--- config.mk ---
export PLATFORM = sky130hd
export DESIGN_NAME = click_action_decoder
export DESIGN_NICKNAME = d
export VERILOG_FILES = /design/src/rtl/game_pkg.sv /design/src/rtl/cell_index_div.sv /design/src/rtl/click_action_decoder.sv
export SDC_FILE = /design/constraint.sdc
export NUM_CORES = 1
export LEC_CHECK = 0
export BUFFER_PORTS_ARGS = -buffer_cell sky130_fd_sc_hd__buf_2
export CAP_MARGIN = 10
export CORE_AREA = 10 10 186 188
export DETAILED_ROUTE_END_ITERATION = 6
export DIE_AREA = 0 0 196 198
export PLACE_DENSITY = 0.51
export RECOVER_POWER = 100
export SETUP_SLACK_MARGIN = 0.2
export SKIP_CTS_REPAIR_TIMING = 1
export SLEW_MARGIN = 15
export SYNTH_ARGS = -nofsm -noshare
export SYNTH_HDL_FRONTEND = slang
export SYNTH_HIERARCHICAL = 1
export SYNTH_SLANG_ARGS = --single-unit
--- constraint.sdc ---
create_clock -name clk -period 5.6 [get_ports clk]
set_clock_uncertainty 0.2 [all_clocks]
set_input_delay 0.28 -clock clk [delete_from_list [all_inputs] [get_ports clk]]
set_output_delay 0.28 -clock clk [all_outputs]
set_load 0.02 [all_outputs]
--- src/rtl/game_pkg.sv ---
// ----------------------------------------------------------------------------
// game_pkg
// Shared definitions for the click decoding path:
//   - level encodings (none / easy / medium / hard)
//   - grid dimension per level
//   - click type and decoder FSM state enumerations
// ----------------------------------------------------------------------------
package game_pkg;

    localparam logic [1:0] LVL_NONE   = 2'd0;
    localparam logic [1:0] LVL_EASY   = 2'd1;
    localparam logic [1:0] LVL_MEDIUM = 2'd2;
    localparam logic [1:0] LVL_HARD   = 2'd3;

    localparam logic [4:0] GRID_EASY   = 5'd8;
    localparam logic [4:0] GRID_MEDIUM = 5'd10;
    localparam logic [4:0] GRID_HARD   = 5'd16;

    typedef enum logic {
        CLICK_LEFT,
        CLICK_RIGHT
    } click_t;

    typedef enum logic [1:0] {
        IDLE,
        CALC,
        CHECK,
        ISSUE
    } state_t;

endpackage

--- src/rtl/cell_index_div.sv ---
// ----------------------------------------------------------------------------
// cell_index_div
// One axis of the pixel-to-cell divider. On start the remainder is loaded and
// the index cleared; afterwards one cell pitch is subtracted per cycle while
// the remainder still covers a full cell and the index is below button_num.
// Ports:
//   clk, rst     clock, asynchronous active-high reset
//   start        load rem_in, clear idx
//   rem_in       pixel offset from the board origin
//   button_size  cell pitch in pixels
//   button_num   cells per row/column (idx saturates here)
//   idx          current cell index
//   done         remainder below one pitch, or idx saturated
// ----------------------------------------------------------------------------
module cell_index_div #(
    parameter int POS_W  = 12,
    parameter int SIZE_W = 8,
    parameter int IDX_W  = 5
) (
    input  logic              clk,
    input  logic              rst,
    input  logic              start,
    input  logic [POS_W-1:0]  rem_in,
    input  logic [SIZE_W-1:0] button_size,
    input  logic [IDX_W-1:0]  button_num,
    output logic [IDX_W-1:0]  idx,
    output logic              done
);

    logic [POS_W-1:0] r_rem;
    logic [IDX_W-1:0] r_idx;
    logic [POS_W-1:0] w_size_ext;
    logic             w_rem_ge;
    logic             w_sat;

    assign w_size_ext = {{(POS_W-SIZE_W){1'b0}}, button_size};
    assign w_rem_ge   = (r_rem >= w_size_ext);
    assign w_sat      = (r_idx >= button_num);

    always_ff @(posedge clk or posedge rst) begin
        if (rst) begin
            r_rem <= '0;
            r_idx <= '0;
        end else if (start) begin
            r_rem <= rem_in;
            r_idx <= '0;
        end else if (w_rem_ge && !w_sat) begin
            r_rem <= r_rem - w_size_ext;
            r_idx <= r_idx + IDX_W'(1);
        end
    end

    assign idx  = r_idx;
    assign done = !w_rem_ge || w_sat;

endmodule

--- src/rtl/click_action_decoder.sv ---
// ----------------------------------------------------------------------------
// click_action_decoder
// Turns mouse button edges into board cell indices and one-cycle action
// pulses for the redraw stage.
// Ports:
//   clk, rst                   clock, asynchronous active-high reset
//   level                      0 none, 1 easy, 2 medium, 3 hard
//   mouse_xpos/ypos            pointer position
//   mouse_left/right           button levels
//   board_xpos/ypos            board top-left corner
//   button_size, button_num    cell pitch and cells per row/column
//   mine_arr_easy/medium/hard  mine maps indexed [y][x]
//   game_won                   freezes click acceptance
//   symbol_ind_x/y             indices of the last issued click
//   defuse/mark_flag/explode   one-cycle action pulses
//   busy                       a click is being decoded
// ----------------------------------------------------------------------------
module click_action_decoder
    import game_pkg::*;
#(
    parameter int POS_W     = 12,
    parameter int SIZE_W    = 8,
    parameter int MAX_CELLS = 16
) (
    input  logic                             clk,
    input  logic                             rst,
    input  logic [1:0]                       level,
    input  logic [POS_W-1:0]                 mouse_xpos,
    input  logic [POS_W-1:0]                 mouse_ypos,
    input  logic                             mouse_left,
    input  logic                             mouse_right,
    input  logic [POS_W-1:0]                 board_xpos,
    input  logic [POS_W-1:0]                 board_ypos,
    input  logic [SIZE_W-1:0]                button_size,
    input  logic [$clog2(MAX_CELLS):0]       button_num,
    input  logic [7:0][7:0]                  mine_arr_easy,
    input  logic [9:0][9:0]                  mine_arr_medium,
    input  logic [15:0][15:0]                mine_arr_hard,
    input  logic                             game_won,
    output logic [$clog2(MAX_CELLS):0]       symbol_ind_x,
    output logic [$clog2(MAX_CELLS):0]       symbol_ind_y,
    output logic                             defuse,
    output logic                             mark_flag,
    output logic                             explode,
    output logic                             busy
);

    localparam int IDX_W = $clog2(MAX_CELLS) + 1;

    state_t           r_state;
    state_t           w_next;
    click_t           r_click_type;
    logic             r_left_prev;
    logic             r_right_prev;
    logic             r_lockout;
    logic             r_mine_bit;
    logic [IDX_W-1:0] r_sym_x;
    logic [IDX_W-1:0] r_sym_y;

    logic             w_left_edge;
    logic             w_right_edge;
    logic             w_in_bounds;
    logic             w_accept;
    logic [IDX_W-1:0] w_idx_x;
    logic [IDX_W-1:0] w_idx_y;
    logic             w_done_x;
    logic             w_done_y;
    logic             w_idx_oob;
    logic             w_calc_exit;
    logic             w_mine_bit;

    assign w_left_edge  = mouse_left  && !r_left_prev;
    assign w_right_edge = mouse_right && !r_right_prev;
    assign w_in_bounds  = (mouse_xpos >= board_xpos) && (mouse_ypos >= board_ypos);

    // Exactly one edge, only while idle; edges seen while busy are dropped.
    assign w_accept = (r_state == IDLE) && (w_left_edge ^ w_right_edge) &&
                      (level != LVL_NONE) && !r_lockout && !game_won && w_in_bounds;

    cell_index_div #(
        .POS_W  (POS_W),
        .SIZE_W (SIZE_W),
        .IDX_W  (IDX_W)
    ) u_div_x (
        .clk         (clk),
        .rst         (rst),
        .start       (w_accept),
        .rem_in      (mouse_xpos - board_xpos),
        .button_size (button_size),
        .button_num  (button_num),
        .idx         (w_idx_x),
        .done        (w_done_x)
    );

    cell_index_div #(
        .POS_W  (POS_W),
        .SIZE_W (SIZE_W),
        .IDX_W  (IDX_W)
    ) u_div_y (
        .clk         (clk),
        .rst         (rst),
        .start       (w_accept),
        .rem_in      (mouse_ypos - board_ypos),
        .button_size (button_size),
        .button_num  (button_num),
        .idx         (w_idx_y),
        .done        (w_done_y)
    );

    assign w_idx_oob   = (w_idx_x >= button_num) || (w_idx_y >= button_num);
    assign w_calc_exit = (w_done_x && w_done_y) || w_idx_oob;

    // Indices beyond the active level's grid read as safe rather than
    // wrapping into another cell.
    always_comb begin
        w_mine_bit = 1'b0;
        case (level)
            LVL_EASY:
                if (w_idx_x < GRID_EASY && w_idx_y < GRID_EASY)
                    w_mine_bit = mine_arr_easy[w_idx_y[2:0]][w_idx_x[2:0]];
            LVL_MEDIUM:
                if (w_idx_x < GRID_MEDIUM && w_idx_y < GRID_MEDIUM)
                    w_mine_bit = mine_arr_medium[w_idx_y[3:0]][w_idx_x[3:0]];
            LVL_HARD:
                if (w_idx_x < GRID_HARD && w_idx_y < GRID_HARD)
                    w_mine_bit = mine_arr_hard[w_idx_y[3:0]][w_idx_x[3:0]];
            default: w_mine_bit = 1'b0;
        endcase
    end

    // State register
    always_ff @(posedge clk or posedge rst) begin
        if (rst) begin
            r_state <= IDLE;
        end else begin
            r_state <= w_next;
        end
    end

    // Next-state logic
    always_comb begin
        w_next = r_state;
        case (r_state)
            IDLE:    if (w_accept) w_next = CALC;
            CALC:    if (w_calc_exit) w_next = CHECK;
            CHECK:   w_next = w_idx_oob ? IDLE : ISSUE;
            ISSUE:   w_next = IDLE;
            default: w_next = IDLE;
        endcase
    end

    // Datapath registers. Indices and mine bit are captured on the CHECK to
    // ISSUE transition so they are already visible during the pulse cycle.
    always_ff @(posedge clk or posedge rst) begin
        if (rst) begin
            r_left_prev  <= 1'b0;
            r_right_prev <= 1'b0;
            r_click_type <= CLICK_LEFT;
            r_lockout    <= 1'b0;
            r_mine_bit   <= 1'b0;
            r_sym_x      <= '0;
            r_sym_y      <= '0;
        end else begin
            r_left_prev  <= mouse_left;
            r_right_prev <= mouse_right;
            if (w_accept)
                r_click_type <= w_right_edge ? CLICK_RIGHT : CLICK_LEFT;
            if (r_state == CHECK && !w_idx_oob) begin
                r_mine_bit <= w_mine_bit;
                r_sym_x    <= w_idx_x;
                r_sym_y    <= w_idx_y;
            end
            if (r_state == ISSUE && r_click_type == CLICK_LEFT && r_mine_bit)
                r_lockout <= 1'b1;
        end
    end

    // Outputs
    always_comb begin
        defuse    = 1'b0;
        mark_flag = 1'b0;
        explode   = 1'b0;
        busy      = (r_state != IDLE);
        if (r_state == ISSUE) begin
            if (r_click_type == CLICK_RIGHT) mark_flag = 1'b1;
            else if (r_mine_bit)             explode   = 1'b1;
            else                             defuse    = 1'b1;
        end
    end

    assign symbol_ind_x = r_sym_x;
    assign symbol_ind_y = r_sym_y;

endmodule

==> PnR_summary.wiki <==
{| class="wikitable"
! Metric !! Value
|-
| Outcome || finished, violations left
|-
| Violated checks || capacitance limit, slew limit
|-
| Cell area after synthesis || around 8000 um2
|-
| Drt wl/cell || between 20 and 25 um
|-
| Fraction of registers with async set/reset || 1.00
|-
| Count leader, synth || sky130_fd_sc_hd__mux4_2
|-
| Critical path peak fanout || 26
|-
| Clock Path Buffers || 2
|-
| Hold Crit Depth || 3
|-
| Critical path origin || u_div_y/idx[1]
|-
| Portion of synthesized cell area occupied by the leading cell type || 0.279
|-
| Clock root buffer || sky130_fd_sc_hd__clkbuf_16
|-
| Total negative slack for setup checks || 0 ns
|-
| Number of core rows || 65
|-
| Post-DP HPWL || between 30000 and 40000 um
|-
| Final Hold Vio Count || 0
|-
| Remaining antenna violation count || 0
|-
| Number of buffers created by CTS || 5
|-
| Clock insertion delay at the later pin of the skew report || around 0.3 ns
|-
| Most instantiated cells after synthesis || sky130_fd_sc_hd__mux4_2 (102), sky130_fd_sc_hd__inv_1 (82), sky130_fd_sc_hd__ha_1 (62), sky130_fd_sc_hd__a21oi_1 (52), sky130_fd_sc_hd__dfrtp_1 (51)
|-
| Starting Density || 0.265
|-
| RR Startpoint || u_div_y/idx[1]
|-
| Startpoint types || flip-flop
|-
| RePlAce Congestion || between 0.9 and 1
|-
| Slew HR || -0.304
|-
| Cell count of the worst reg-to-reg path || 7
|-
| Share of post-route cells with drive strength above 1 || 0.489
|-
| Area overhead of the layout relative to synthesis || 36.7%
|-
| Initial detailed-routing violation count || between 400 and 500
|-
| Fin area || 11300 um2
|-
| Synth unique cells || between 60 and 70
|-
| Synthesized instance count || 840
|-
| Port Buf Inserts || approximately 500
|-
| Critical Path Sink Type || flip-flop
|-
| Final routed DRC violation total || 0
|-
| Die Span Y || about 200 um
|-
| CP Data Required Time || between 5 and 6 ns
|-
| Final WL || between 40000 and 50000 um
|-
| Finish-stage setup viols || 0
|-
| CP peak stage delay || roughly 1.6 ns
|-
| Last element of the critical path || r_mine_bit
|-
| IO Pins || approximately 500
|-
| Fin. max-slew vios || 14
|-
| Post-DR vias/cell || 5.22
|-
| Slowest-stage cell, CP || sky130_fd_sc_hd__nor3b_1
|-
| Slew at the pin with the worst max-slew slack || 1.95 ns
|-
| Count of max-cap constraint violations || 1
|-
| Power density cells || between 400 and 500 nW/um2
|-
| Worst Hold Class || in -> reg
|-
| Global routing usage summed across all routing layers || 0.213
|-
| Period Utilization, post-route || 0.810
|-
| Dominant cell type by area after synthesis || sky130_fd_sc_hd__mux4_2
|-
| Placeable Area || 31100 um2
|-
| Clock Sink Count || 51
|-
| Number of filler cells placed in the layout || between 3000 and 4000
|-
| Setup repair after global routing missed its margin || false
|-
| Synth top area cells || sky130_fd_sc_hd__mux4_2 (28%), sky130_fd_sc_hd__dfrtp_1 (15%), sky130_fd_sc_hd__ha_1 (9.4%)
|-
| Critical path class || reg -> reg
|-
| Number of warnings printed during yosys synthesis || 6
|-
| H-tree levels || 2
|-
| Worst EP arrival || about 4.4 ns
|-
| Largest net degree at the start of global routing || 57
|-
| Total iterations of the first detailed-routing run || 5
|-
| Via count || ~9000
|-
| Via count of the first global-routing pass || 9623
|-
| Share of the yosys chip area belonging to registers || 0.155
|-
| Max Freq || 220 MHz
|-
| Remaining global-route overflow || 0
|-
| Post-synth net total || 1394
|-
| Cell Area, Placed || approximately 11000 um2
|-
| Number of storage elements in the synthesis netlist || 51
|-
| Chip width || between 150 and 200 um
|-
| Per-instance average area after synthesis || just under 10 um2
|-
| Worst flop-to-flop path endpoint || r_mine_bit
|-
| Final net count || between 1500 and 2000
|-
| Top flip-flop cell by instance count after synthesis || sky130_fd_sc_hd__dfrtp_1
|-
| Final critical delay including setup and external delays || roughly 4.5 ns
|-
| Clock-pin slew on the worst setup and hold paths || about 0.08 ns
|-
| First-pass GRT wire length || around 63000 um
|-
| Series of cell instances along the critical path || ha_1, a21o_1, a211oi_1, o21ai_0, nor3b_1, mux2i_1, a41oi_1
|-
| Number of flops mapped to enable cells by yosys || 0
|-
| Worst ir drop on vdd || ~0.17 mV
|-
| FF-to-FF setup slack || approximately 1.1 ns
|-
| Reported leakage power || between 5 and 6 nW
|-
| Antenna violations before repair || 21
|-
| Clock tree from TritonCTS || built
|-
| Die ar. || between 30000 and 40000 um2
|}
[sequential cells by signal, summed over array words and instances (netlist names)]
signal / flops
r_click_type: 1
r_left_prev: 1
r_lockout: 1
r_mine_bit: 1
r_right_prev: 1
r_state: 2
symbol_ind_x: 5
symbol_ind_y: 5
u_div_x/idx: 5
u_div_x/r_rem: 12
u_div_y/idx: 5
u_div_y/r_rem: 12
[cells by family (layout without fill, tap and decap cells)]
family / after synthesis / in the layout / share of synthesized area
buffers and inverters: 133 / 609 / 0.0742
xor gates and xnor gates: 39 / 39 / 0.0414
adders and majority gates: 66 / 66 / 0.104
other: 0 / 8 / 0
DFF: 51 / 51 / 0.155
and+or+nand+nor: 210 / 210 / 0.134
AOI/OAI and AO/OA: 195 / 195 / 0.157
muxes: 146 / 146 / 0.335
[worst max-delay path: cells and delay by family (launching register included)]
family | cells | cell delay, ns
compound gates | 4 | 0.67
mux | 1 | 0.33
flops | 1 | 1.14
simple gates | 1 | 1.56
fa+ha+maj | 1 | 0.40
[cell usage in the layout (no fill, tap or decap), drive strengths merged, types with 30 or more instances in the layout]
cell type	n
o21ai	41
a21oi	52
nor2	36
nand2	48
mux4	102
buf	496
dfrtp	51
ha	62
inv	85
xnor2	30
[cell type report]
type                       instances  area, um2  share of cell area
multi-input combinational        656       6360               0.564
timing repair buffer             517       2620               0.232
sequential                        51       1280               0.114
tap                              402        503              0.0446
inverter                          84        320              0.0284
clock buffer                       5        125              0.0111
clock inverter                     3       47.5             0.00422
antenna                            8       20.0             0.00178
[how the worst min path moves through the flow]
stage | start | end
floorplan | rst | r_click_type
global placement | mouse_right | r_right_prev
detailed placement | mouse_left | r_left_prev
CTS | mouse_left | r_left_prev
global route | level[1] | r_mine_bit
finish | level[1] | r_mine_bit
[stage by stage]
step           power [mW]  utilization  hold WS [ns]  cells  setup slack, ns
3_5_place_dp         4.53        0.357         0.202   1707             1.64
3_3_place_gp         4.51        0.356         0.203   1706             1.15
5_1_grt              5.29        0.363         0.161   1723            0.801
4_1_cts              4.92        0.362        -0.115   1715             1.88
2_1_floorplan        3.53            -       0.00607    840             1.94
6_report             4.85        0.363         0.145   1726             1.06
[routing by layer]
metal / vias up / global-route usage / wire length [um]
li1: 4208 / - / -
met1: 4358 / 0.258 / 17700
met2: 377 / 0.365 / 20900
met3: 58 / 0.0633 / 3620
met4: 12 / 0.0441 / 817
met5: - / 0 / 78
[where the power goes]
group,switching (mW),leakage [nW],internal (mW)
clock,0.158,0.0844,0.214
sequential,0.333,0.609,0.551
combinational,1.84,4.67,1.76
total,2.33,5.37,2.52
Note: power is estimated with default switching activity, not from simulation.
